$ cat config.mk
export PLATFORM = sky130hd
export DESIGN_NAME = fetch_port
export DESIGN_NICKNAME = d
export VERILOG_FILES = /design/src/rtl/fetch_port.sv
export SDC_FILE = /design/constraint.sdc
export NUM_CORES = 1
export LEC_CHECK = 0
export CORE_MARGIN = 2
export CORE_UTILIZATION = 42
export DETAILED_ROUTE_END_ITERATION = 16
export PLACE_DENSITY = 0.76
export SYNTH_ARGS = -nofsm -noshare
export SYNTH_HDL_FRONTEND = slang
export SYNTH_SLANG_ARGS = --single-unit
$ cat constraint.sdc
create_clock -name clk -period 1.75 [get_ports clk]
set_clock_uncertainty 0.2 [all_clocks]
set_input_delay 0.35 -clock clk [delete_from_list [all_inputs] [get_ports clk]]
set_output_delay 0.35 -clock clk [all_outputs]
set_load 0.005 [all_outputs]
$ cat src/rtl/fetch_port.sv
// Instruction-port responder: one-entry holding buffer in front of a req/ack
// instruction memory bus, with flush handling and a request timeout.
module fetch_port #(
  parameter int TIMEOUT_CYCLES = 255
) (
  input  logic        clk,
  input  logic        reset,
  input  logic [31:0] fetch_address,
  output logic [31:0] fetch_data,
  output logic        fetch_ready,
  output logic        fetch_error,
  input  logic        flush,
  output logic        mem_req,
  output logic [31:0] mem_addr,
  input  logic        mem_ack,
  input  logic        mem_err,
  input  logic [31:0] mem_rdata
);

  // Counter only needs to reach TIMEOUT_CYCLES-1: the timeout fires on that cycle.
  localparam int              CNT_W    = (TIMEOUT_CYCLES > 1) ? $clog2(TIMEOUT_CYCLES) : 1;
  localparam bit              TO_EN    = (TIMEOUT_CYCLES > 0);
  localparam logic [CNT_W-1:0] CNT_LAST = CNT_W'((TIMEOUT_CYCLES > 0) ? TIMEOUT_CYCLES - 1 : 0);

  typedef enum logic {IDLE, REQ} state_e;

  state_e             state_q, state_d;
  logic               buf_valid_q, buf_valid_d;
  logic [29:0]        buf_addr_q, buf_addr_d;
  logic [31:0]        buf_data_q, buf_data_d;
  logic               buf_err_q, buf_err_d;
  logic               mem_req_q, mem_req_d;
  logic [29:0]        mem_addr_q, mem_addr_d;
  logic [CNT_W-1:0]   cnt_q, cnt_d;
  logic               discard_q, discard_d;

  logic hit;
  logic timeout;
  logic resp;
  logic fill_err;
  logic unused_addr_bits;

  assign unused_addr_bits = ^fetch_address[1:0];

  assign hit      = buf_valid_q && (buf_addr_q == fetch_address[31:2]);
  assign timeout  = TO_EN && (cnt_q == CNT_LAST);
  assign resp     = mem_ack || mem_err || timeout;
  // A timeout with no ack on the same cycle fills as a bus error.
  assign fill_err = mem_err || !mem_ack;

  assign fetch_ready = hit;
  assign fetch_error = hit && buf_err_q;
  assign fetch_data  = buf_data_q;
  assign mem_req     = mem_req_q;
  assign mem_addr    = {mem_addr_q, 2'b00};

  always_comb begin
    state_d     = state_q;
    buf_valid_d = buf_valid_q;
    buf_addr_d  = buf_addr_q;
    buf_data_d  = buf_data_q;
    buf_err_d   = buf_err_q;
    mem_req_d   = mem_req_q;
    mem_addr_d  = mem_addr_q;
    cnt_d       = cnt_q;
    discard_d   = discard_q;

    if (flush) begin
      buf_valid_d = 1'b0;
    end

    case (state_q)
      IDLE: begin
        if (!flush && !hit) begin
          state_d    = REQ;
          mem_req_d  = 1'b1;
          mem_addr_d = fetch_address[31:2];
          cnt_d      = '0;
          discard_d  = 1'b0;
        end
      end
      REQ: begin
        if (resp) begin
          state_d   = IDLE;
          mem_req_d = 1'b0;
          // A flush seen during or alongside the transaction drops its response.
          if (!discard_q && !flush) begin
            buf_valid_d = 1'b1;
            buf_addr_d  = mem_addr_q;
            buf_data_d  = fill_err ? 32'h0 : mem_rdata;
            buf_err_d   = fill_err;
          end
        end else begin
          cnt_d     = cnt_q + 1'b1;
          discard_d = discard_q | flush;
        end
      end
      default: state_d = IDLE;
    endcase
  end

  always_ff @(posedge clk) begin
    if (reset) begin
      state_q     <= IDLE;
      buf_valid_q <= 1'b0;
      buf_addr_q  <= '0;
      buf_data_q  <= '0;
      buf_err_q   <= 1'b0;
      mem_req_q   <= 1'b0;
      mem_addr_q  <= '0;
      cnt_q       <= '0;
      discard_q   <= 1'b0;
    end else begin
      state_q     <= state_d;
      buf_valid_q <= buf_valid_d;
      buf_addr_q  <= buf_addr_d;
      buf_data_q  <= buf_data_d;
      buf_err_q   <= buf_err_d;
      mem_req_q   <= mem_req_d;
      mem_addr_q  <= mem_addr_d;
      cnt_q       <= cnt_d;
      discard_q   <= discard_d;
    end
  end

endmodule
==> results.toml <==
[timing]
fmaxAchievable_ghz = 0.412
hold_violations = 0
relSlewSlack = 0.602
final.setup.worst_slack_ns = -0.680
finalSetupViolations = 92
slew_violations = 0
holdWs_ns = 0.140
grt_setup_unrepaired = "yes"
period_needed_ns = 2.43
worstMarginPinSlew_ns = 0.595
post-route-period-util = 1.39

[global_routing]
met3_usage = 0.0563
antenna_found_initial = 1
grt_max_degree = 73
grt_first_pass_wirelength_um = 19800
track_usage = 0.222
met1_usage = 0.276
grt_pass1_vias = 3966
grt_overflow = 0
busiest_layer = "met2"
use_met2 = 0.374

[worst_setup_path]
r2r-end = "mem_addr_q[24]"
path_depth = 6
worst-path-buf-inv = 2
end_kind = "output pin"
path_delay_family = "simple AND/OR/NAND/NOR gates"
cp-start-kind = "flop"
critPathArrivalTime_ns = 1.88
rrSetupSlack_ns = -0.44
crit_path_max_incr_delay_ns = 0.35
worstSetupEndpoint = "fetch_error"
cpMaxStageDelayCell = "dfxtp_1"
cp.required_ns = 1.20
path_cells = "xnor2_2 > nand3_1 > nor4_4 > buf_4 > and3_4 > buf_6"
r2r_cells = 9
r2r_start = "buf_addr_q[18]"
crit_type = "reg -> out"
path_max_fanout = 2
cp-startpoint = "buf_addr_q[0]"

[floorplan]
row_count = 37
start_util = 0.426
core_area_um2 = 10100
die_w_um = 105
fp.dieH_um = 105
dieArea_um2 = 11100
ios = 136

[synthesis]
post_synth.cell_area_avg_um2 = 9.53
synth_ff_type = "dfxtp_1"
synth_cell_types = 35
synth_area_leader_cell = "dfxtp_1"
synthesis.area_um2 = 4320
syn_inst = 453
synth_edf_count = 0
ys_seq_area_frac = 0.487
synth_top_area_share = 0.487
synthTopCellsByArea = "dfxtp_1, nand2b_1, mux2i_1, xnor2_1, a22o_1"
async_reset_ff_frac = 0
ys_ff_latch = 105
yosys_warnings = 0

[layout]
mostFrequentLayoutCell = "dlygate4sd2_1"
nets = 709
stdcell_count = 780
most-common-layout-cells = "dlygate4sd2_1, dfxtp_2, nand2b_1"
final_area_um2 = 7210
drive_above_1_share = 0.398
utilization = 0.711
area_growth_pct = 66.9
num-fill-cells = 695

[min_path]
min_from = "fetch_address[22]"
holdCritPathClass = "in -> reg"

[clock_network]
cts.htree.levels = 3
root_buffer = "clkbuf_8"
cts_sinks = 105
numCtsBuffers = 9
clkTransAtPathRegs_ns = 0.10
worst_skew_pair.late_latency_ns = 0.38
cts_buffer_depth = 2
cts_tree = "done"

[routing]
drtPass1Iterations = 6
wirelength_um = 13800
drtIter0Drc = 216
vias = 4006
drc = 0
wl_per_cell_um = 17.6
antenna_left = 0
viasPerCell = 5.14

[flow_run]
maxCapViolations = 0

[status]
violations = "negative setup slack"
status = "finished, violations left"

[placement]
dp_cells = 718
place_area_um2 = 6050
dpl.hpwl_um = 7800
numPortBuffers = 131
finalWeightedCongestion = 0.775

[power]
finalPower_w = 0.00481
p_leak_nw = 3.23
p_per_area_nw_per_um2 = 668
vdd_drop_max_mv = 0.496
state kept, by name, summed over array words and instances, names as in the netlist:
name,flops
cnt_q,8
discard_q,1
buf_err_q,1
fetch_data,32
buf_addr_q,30
mem_addr_q,30
buf_valid_q,1
state_q,1
mem_req,1
metal layers:
| layer | vias to the layer above | part of all wire | routed length (µm) |
|---|---|---|---|
| met5 | - | 0 | 0 |
| met4 | 0 | 0.026 | 359 |
| met3 | 29 | 0.056 | 769 |
| met2 | 135 | 0.49 | 6770 |
| met1 | 1931 | 0.43 | 5850 |
| li1 | 1911 | - | - |
kinds of logic after synthesis:
group           after synthesis  synth area share
simple gates                167             0.202
flops                       105             0.487
compound gates               78             0.123
buf+inv                      36            0.0432
xor+xnor                     34            0.0689
mux                          30            0.0695
fa+ha+maj                     2           0.00579
other cells                   1          0.000868
tightest hold or removal path: stages:
cell	delay, ns
dlymetal6s2s_1	0.17
nand2b_1	0.09
mux2i_1	0.06
through the flow:
step	TNS [ns]	setup slack (ns)
after floorplan	-0.901	-0.0450
after global placement	-59.79	-1.11
after detailed placement	-61.29	-1.10
after CTS	-20.65	-0.656
after global routing	-21.65	-0.729
final	-17.00	-0.680
worst min path at each step:
stage / to / slack, ns / cells after the start
floorplan: buf_addr_q[0] / 0.25 / 2
global placement: buf_addr_q[12] / 0.25 / 2
detailed placement: mem_req / 0.25 / 2
CTS: mem_addr_q[7] / 0.19 / 3
global route: mem_addr_q[29] / 0.15 / 3
finish: mem_addr_q[20] / 0.14 / 3
power by group:
group          internal, W  switching, W  total [W]
registers          0.00247     0.0000514    0.00252
logic             0.000455      0.000349   0.000804
clock network     0.000618      0.000873    0.00149
total              0.00354       0.00127    0.00481
Yosys cell counts (5+ instances only):
master,n
nand4_1,8
dfxtp_1,105
mux2i_1,30
nand2_1,65
buf_4,5
xnor2_1,34
a21oi_1,35
a22o_1,32
clkbuf_1,17
nor2_1,6
buf_2,8
nand3_1,5
nand2b_1,61
nor3_1,8
cell type report:
class | instances | area (µm²) | area share
Antenna cell | 1 | 2.50 | 0.000347
Clock buffer | 11 | 151 | 0.0210
Clock inverter | 5 | 51.3 | 0.00712
Inverter | 3 | 11.3 | 0.00156
Multi-Input combinational cell | 314 | 2560 | 0.356
Sequential cell | 105 | 2200 | 0.305
Tap cell | 136 | 170 | 0.0236
Timing Repair Buffer | 205 | 2060 | 0.286
what timing repair did:
| action | CTS | global route |
|---|---|---|
| gates cloned | 2 | 6 |
| hold buffers | 0 | 0 |
| endpoints found under the setup margin | 160 | 109 |
| setup buffers | 40 | 15 |
| pin swaps | 44 | 75 |
| gates resized for setup | 200 | 80 |
Note: power is estimated with default switching activity, not from simulation.
